## src/rtl/cpu_phase_ctrl_pkg.sv

```systemverilog
// Shared types and defaults for the CPU instruction-phase sequencer.
// Imported by cpu_phase_ctrl.
package cpu_phase_ctrl_pkg;

  typedef enum logic [2:0] {
    StIdle  = 3'd0,
    StFetch = 3'd1,
    StExec1 = 3'd2,
    StExec2 = 3'd3,
    StExtw  = 3'd4,
    StHalt  = 3'd5
  } state_e;

  localparam int unsigned MaxGntDefault = 4;
  localparam int unsigned CntWDefault   = 16;

  function automatic logic is_stopped(state_e s);
    return (s == StIdle) || (s == StHalt);
  endfunction

endpackage

```

## src/rtl/cpu_phase_ctrl.sv

```systemverilog
// Instruction-phase sequencer: one-hot FETCH/EXEC1/EXEC2 strobes, bounded data-RAM
// grant to one external requester, and a retired-instruction counter.
module cpu_phase_ctrl
  import cpu_phase_ctrl_pkg::*;
#(
  parameter int unsigned MaxGnt = MaxGntDefault,
  parameter int unsigned CntW   = CntWDefault
) (
  input  logic            clk_i,
  input  logic            rst_i,
  input  logic            run_i,
  input  logic            e2_i,
  input  logic            halt_req_i,
  input  logic            ext_req_i,
  output logic            ext_gnt_o,
  output logic            fetch_o,
  output logic            exec1_o,
  output logic            exec2_o,
  output logic            halted_o,
  output logic [CntW-1:0] instr_count_o
);

  localparam int unsigned GntW = (MaxGnt > 1) ? $clog2(MaxGnt) : 1;
  localparam logic [GntW-1:0] GntLast = GntW'(MaxGnt - 1);

  state_e          state_q, state_d;
  state_e          ret_q, ret_d;
  logic [GntW-1:0] gnt_cnt_q, gnt_cnt_d;
  logic            fair_q, fair_d;
  logic [CntW-1:0] cnt_q, cnt_d;
  logic            fetch_q, exec1_q, exec2_q, gnt_q, halted_q;
  logic            retire;

  always_comb begin
    state_d   = state_q;
    ret_d     = ret_q;
    gnt_cnt_d = gnt_cnt_q;
    fair_d    = fair_q;
    cnt_d     = cnt_q;
    retire    = 1'b0;

    unique case (state_q)
      StIdle, StHalt: begin
        if (ext_req_i) begin
          state_d   = StExtw;
          ret_d     = state_q;
          gnt_cnt_d = '0;
        end else if (run_i) begin
          state_d = StFetch;
        end
      end
      StFetch: state_d = StExec1;
      StExec1: begin
        if (halt_req_i) begin
          state_d = StHalt;
          cnt_d   = cnt_q + CntW'(1);
        end else if (e2_i) begin
          state_d = StExec2;
        end else begin
          retire = 1'b1;
        end
      end
      StExec2: retire = 1'b1;
      StExtw: begin
        gnt_cnt_d = gnt_cnt_q + GntW'(1);
        if (!ext_req_i) begin
          state_d = ret_q;
        end else if (ret_q == StFetch && gnt_cnt_q == GntLast) begin
          // Window exhausted: hand the port back so the CPU makes progress.
          state_d = StFetch;
          fair_d  = 1'b1;
        end
      end
      default: state_d = StIdle;
    endcase

    if (retire) begin
      cnt_d = cnt_q + CntW'(1);
      if (ext_req_i && !fair_q) begin
        state_d   = StExtw;
        ret_d     = StFetch;
        gnt_cnt_d = '0;
      end else begin
        state_d = StFetch;
        fair_d  = 1'b0;
      end
    end
  end

  always_ff @(posedge clk_i) begin
    if (rst_i) begin
      state_q   <= StIdle;
      ret_q     <= StIdle;
      gnt_cnt_q <= '0;
      fair_q    <= 1'b0;
      cnt_q     <= '0;
      fetch_q   <= 1'b0;
      exec1_q   <= 1'b0;
      exec2_q   <= 1'b0;
      gnt_q     <= 1'b0;
      halted_q  <= 1'b1;
    end else begin
      state_q   <= state_d;
      ret_q     <= ret_d;
      gnt_cnt_q <= gnt_cnt_d;
      fair_q    <= fair_d;
      cnt_q     <= cnt_d;
      fetch_q   <= (state_d == StFetch);
      exec1_q   <= (state_d == StExec1);
      exec2_q   <= (state_d == StExec2);
      gnt_q     <= (state_d == StExtw);
      halted_q  <= is_stopped(state_d);
    end
  end

  assign fetch_o       = fetch_q;
  assign exec1_o       = exec1_q;
  assign exec2_o       = exec2_q;
  assign ext_gnt_o     = gnt_q;
  assign halted_o      = halted_q;
  assign instr_count_o = cnt_q;

  always_ff @(posedge clk_i) begin
    if (!rst_i) begin
      assert ($countones({fetch_q, exec1_q, exec2_q, gnt_q}) <= 1)
        else $error("phase strobes and ext_gnt not mutually exclusive");
    end
  end

endmodule

```

## config.mk

```make
export PLATFORM = sky130hd
export DESIGN_NAME = cpu_phase_ctrl
export DESIGN_NICKNAME = d
export VERILOG_FILES = /design/src/rtl/cpu_phase_ctrl_pkg.sv /design/src/rtl/cpu_phase_ctrl.sv
export SDC_FILE = /design/constraint.sdc
export NUM_CORES = 1
export LEC_CHECK = 0
export CORE_MARGIN = 2
export CORE_UTILIZATION = 50
export CTS_CLUSTER_DIAMETER = 30
export CTS_CLUSTER_SIZE = 40
export DETAILED_ROUTE_END_ITERATION = 10
export PLACE_DENSITY = 0.85
export SLEW_MARGIN = 20
export SYNTH_ARGS = -nofsm -noshare
export SYNTH_HDL_FRONTEND = slang
export SYNTH_SLANG_ARGS = --single-unit
export TNS_END_PERCENT = 1
```

## constraint.sdc

```tcl
create_clock -name clk_i -period 2.1 [get_ports clk_i]
set_input_delay 0.315 -clock clk_i [delete_from_list [all_inputs] [get_ports clk_i]]
set_output_delay 0.315 -clock clk_i [all_outputs]
set_load 0.05 [all_outputs]
```

## Yosys cells after proc, flatten, opt, wreduce, memory -nomap -nowiden

Index checks and enable logic that the tools add are counted.
W data, S select, Z words.

| word-level totals | value |
|---|---|
| flip-flop bits (word level) | 30 |
| input bits | 6 |
| output and inout bits | 21 |

| cells by class | value |
|---|---|
| $add $sub $neg | 2 |
| eq/ne operators | 12 |
| mux-type cells | 28 |
| reductions and logical operators | 10 |

Operator list:

| operator | number |
|---|---|
| $mux W16 | 3 |
| $mux W3 | 12 |
| $add A16 B1 Y16 const B | 1 |
| $pmux W3 S5 | 1 |
| $eq A3 B2 Y1 const B | 4 |
| $eq A3 B3 Y1 const B | 4 |
| $eq A3 B1 Y1 const B | 3 |
| $mux W1 | 7 |
| $logic_not A3 Y1 | 2 |
| $mux W2 | 3 |
| $pmux W2 S2 | 1 |
| $reduce_bool A2 Y1 | 2 |
| $add A2 B1 Y2 const B | 1 |
| $eq A2 B2 Y1 const B | 1 |
| $logic_and A1 B1 Y1 | 2 |
| $pmux W1 S2 | 1 |
| $reduce_and A2 Y1 | 1 |
| $reduce_or A2 Y1 | 1 |
| $logic_not A1 Y1 | 1 |
| $logic_or A1 B1 Y1 | 1 |

## Depth between registers and ports, before layout

| depth | value |
|---|---|
| depth in word-level cells | 8 |
| gate-level depth with buffers | 7 |
| mapped depth without buffers | 5 |

## Worst setup path before layout

No wires, ideal clock.

| timing path | value |
|---|---|
| path kind | reg-to-reg |
| start | register cnt_q[0], in the netlist instr_count_o[0] |
| end | register cnt_q[10], in the netlist instr_count_o[10] |
| library setup time | 0.071 ns |
| arrival | 1.908 ns |
| required time | 2.029 ns |
| slack | 0.121 ns |
| cell stages (with the launch flop) | 5 |
| buffers on the path | 0 |
| clock period less this slack | 1.979 ns |
| cell sequence | dfxtp_1 > ha_1 > or4b_4 > or3_1 > a21oi_1 |

| between the ends | value |
|---|---|
| longest elaborated chain between the ends | 4 |

Ends and longest elaborated chain:

| what | line | RTL |
|---|---|---|
| start, declared | cpu_phase_ctrl.sv:30 | `logic [CntW-1:0] cnt_q, cnt_d;` |
| start signal, assigned | cpu_phase_ctrl.sv:107 | `cnt_q <= cnt_d;` |
| $add A16 B1 Y16 * | cpu_phase_ctrl.sv:56, cpu_phase_ctrl.sv:78 |  |
| $mux W16 | cpu_phase_ctrl.sv:54 | `if (halt_req_i) begin` |
| $mux W16 | cpu_phase_ctrl.sv:42 | `unique case (state_q)` |
| $mux W16 * | cpu_phase_ctrl.sv:77 | `if (retire) begin` |

Mark *: on every way between the ends. The rest lies on a longest branch, timed or not. The select of a mux whose other input is x is not followed.
A chain may end at the register's enable or synchronous reset.

## Worst setup path after layout

| timing path | value |
|---|---|
| start | register state_q[0] |
| end | register cnt_q[15], in the netlist instr_count_o[15] |

| between the ends | value |
|---|---|
| longest elaborated chain between the ends | 4 |
| elaborated cells between the ends (all ways) | 7 |

Ends and longest elaborated chain:

| what | line | RTL |
|---|---|---|
| start, declared | cpu_phase_ctrl.sv:26 | `state_e state_q, state_d;` |
| start signal, assigned | cpu_phase_ctrl.sv:92 | `state_q <= StIdle;` |
| start signal, assigned | cpu_phase_ctrl.sv:103 | `state_q <= state_d;` |
| $eq A3 B2 Y1 | cpu_phase_ctrl.sv:42 |  |
| $pmux W1 S2 | cpu_phase_ctrl.sv:42 |  |
| $reduce_bool A2 Y1 (no line) | n/a |  |
| $reduce_and A2 Y1 (no line) | n/a |  |

Several ways; a longest one is shown, not always the timed one.

==> metrics.yaml <==
run_status:
  status: "finished clean"
route:
  routed_wl_um: 3331
  topRoutingLayerUsed: "met4"
  ant_nets: 0
  overall_via_count_from_detail_route: 1329
  dr.pass1.iters: 4
  m1WireLength_um: 1294
  routedWlPerCell_um: 14.55
  detail_route.iter0.violations: 82
  routed-wl-met2_um: 1754
  met3RoutedLength_um: 186
  vias_per_cell: 5.803
  drcViolationCount: 0
yosys:
  mappedNetlistNets: 170
  yosysUniqueCellTypes: 42
  seq_area_frac_synth_pct: 42.67
  yosys_warnings: 0
  netlist_area_um2: 1408
  synth_async_sr_flop_share_pct: 0
  gate_count_after_technology_mapping: 162
  synth-edff-count: 0
  count_of_state_elements_after_synthesis: 30
  ys_dominant_reg_cell: "dfxtp_1"
  postSynthAreaPerCell_um2: 8.689
place:
  gp_weighted_congestion: 0.8675
  buffer_ports.inserted: 26
  hpwl_um: 2538
  pre_cts_ws_ns: -0.1375
  dpl_cell_area_um2: 1728
finish:
  stdcell_area_um2: 1788
  design.final.nets: 205
  num-fill-cells: 255
  final_layout_size_suffix_gt1_share_pct: 10.61
  antenna_cells: 0
  area_delta_synth_final_pct: 27.02
clock_network:
  clock_tree.htree_level_count: 2
  tritoncts_clock_tree: "done"
  postCtsSetupRepairBufs: 0
  clock_sink_count: 30
  cts_max_path_buffers: 2
  hold_buffer_count_at_cts: 0
  cts_resized: 0
  tritoncts.num_buffers: 5
  clk_pin_slew_ns: 0.09
  clock_tree.root_cell: "clkbuf_4"
  clock_latency_ns: 0.33
setup_path:
  crit_path_max_incr_delay_ns: 0.66
  cp_data_required_time_ns: 2.32
  worst-path-buf-inv: 0
  critPathTopFamily: "simple AND/OR/NAND/NOR gates"
  setup.worst_path.start_class: "flop"
  crit_arrival_ns: 2.16
  timing.setup.critical_path_class: "flop to flop"
  path_max_fanout: 12
  endpoint_kind: "flop"
  critical_path.cell_chain: "nor3b_1 -> nor4_2 -> nand4_1 -> xor2_1 -> nor2_1"
  crit_path_top_delay_cell: "nor4_2"
power_and_ir_drop:
  power_switching_mw: 0.2943
  total_leakage_power_nw: 0.6560
  ir_worst_vdd_uv: 593.6
  switching_share_of_power_pct: 26.75
  power_per_cell_area_nw_per_um2: 615.2
  report.power.total_mw: 1.100
  p_int_mw: 0.8057
  power.share.clock_pct: 32.4
  share_comb_of_total_power_pct: 13.1
  proportion_of_power_drawn_by_flip_flops_and_latches_pct: 54.4
grt:
  grt_antenna_before_repair: 0
  pin_count_of_the_biggest_net_entering_global_routing: 21
  grt_first_pass_wirelength_um: 5809
  grt-ovfl-total: 0
  grt_util_all_layers_pct: 23.22
  first_global_vias: 1361
sta:
  timing_hold_violations_final: 0
  timing_max_transition_violations_final: 0
  rsz_0062_raised_after_global_routing: "false"
  layout_worst_path_cycle_share_pct: 92.41
  post_route_worst_setup_slack_ns: 0.1595
  slew-limit-headroom_pct: 54.00
  final-setup-viol-count: 0
  maxClockFrequency_ghz: 0.5153
  timing.final.crit_period_ns: 1.941
  fin_worst_skew_ns: 0.004474
  max_slew.worst_pin.slew_ns: 0.6844
floorplanning:
  placeableCoreArea_um2: 2710
  floorplan.die.height_um: 57.06
  design.die.area_um2: 3256
  std_cell_rows: 19
  initial_core_utilization_pct: 51.94
  die-width_um: 57.06
  top_ports: 27
hold_path:
  timing.hold.worst.class: "flop to flop"
job:
  count_of_maximum_capacitance_violations: 0
routing by layer:
metal  global-route usage, %  up-vias
li1                        -      637
met1                   24.25      622
met2                   42.20       57
met3                   6.576       13
met4                   11.63        0
met5                       0        -
final cells by class:
| class | count | area, µm² | area share, % |
|---|---|---|---|
| Clock buffer | 7 | 55.05 | 3.079 |
| Clock inverter | 1 | 5.005 | 0.2799 |
| Tap cell | 31 | 38.79 | 2.169 |
| Inverter | 4 | 15.01 | 0.8398 |
| Multi-Input combinational cell | 123 | 760.7 | 42.55 |
| Sequential cell | 30 | 600.6 | 33.59 |
| Timing Repair Buffer | 33 | 312.8 | 17.49 |
path summary, 6_finish.rpt:
check / cells past startpoint / start / slack [ns] / end
max: 5 / state_q[0] / 0.16 / instr_count_o[15]
min: 2 / fair_q / 0.49 / fair_q
max reg2reg: 5 / state_q[0] / 0.16 / instr_count_o[15]
min reg2reg: 2 / fair_q / 0.49 / fair_q
worst min-delay path: stages, from the launching register on:
cell and delay (ns):
dfxtp_1 0.32, o21ai_0 0.07, a21oi_1 0.06
flip-flops by register name, summed over array words and instances (netlist names):
signal	count
instr_count_o	16
fetch_o	1
state_q	3
gnt_cnt_q	2
ext_gnt_o	1
ret_q	3
exec1_o	1
exec2_o	1
halted_o	1
fair_q	1
cell families after synthesis:
logic type / synth area share [%]
simple gates: 31.02
compound gates: 12.53
fa+ha+maj: 1.777
buf+inv: 3.289
xor+xnor: 8.711
flops: 42.67
placed cells by master, fill, tap and decap left out, types with 2 or more instances in the layout:
master	count
buf_4	7
xor2_1	8
nand3_1	6
and2b_1	2
a21oi_1	5
xnor2_1	6
clkbuf_4	5
a31oi_1	2
clkdlybuf4s50_1	26
nand4_1	3
o31ai_1	2
nand2b_1	4
ha_1	2
o21ai_0	11
nor3b_1	2
and2_1	2
dfxtp_1	30
nor3_1	6
nor2_1	26
nand2_1	9
or3b_2	2
nor2b_1	2
inv_1	4
or3_1	3
and3_1	4
power by group through the flow:
stage	combinational, mW	sequential (mW)	clock [mW]
after floorplan	0.0759	0.627	0
after global placement	0.139	0.610	0
after detailed placement	0.144	0.612	0
after CTS	0.144	0.598	0.373
after global routing	0.157	0.601	0.397
final	0.144	0.599	0.357
Yosys cell counts, types with 3 or more instances:
cell	number	area (µm²)
nand2b_1	4	25.02
dfxtp_1	30	600.6
o21ai_0	11	55.05
or3_1	3	18.77
nand3_1	6	30.03
nand2_1	9	33.78
nor3_1	6	30.03
xnor2_1	6	52.55
and3_1	4	25.02
nor2_1	26	97.59
nand4_1	3	18.77
xor2_1	8	70.07
inv_1	4	15.01
a21oi_1	5	25.02
through the flow:
stage          TNS (ns)  std cells  util, %  hold slack [ns]
2_1_floorplan         0        162        -           0.3952
3_3_place_gp    -0.1101        221    63.76           0.4796
3_5_place_dp    -0.6890        221    63.76           0.4849
4_1_cts               0        229    65.97           0.4996
5_1_grt               0        229    65.97           0.5475
6_report              0        229    65.97           0.4947
Note: power is estimated with default switching activity, not from simulation.
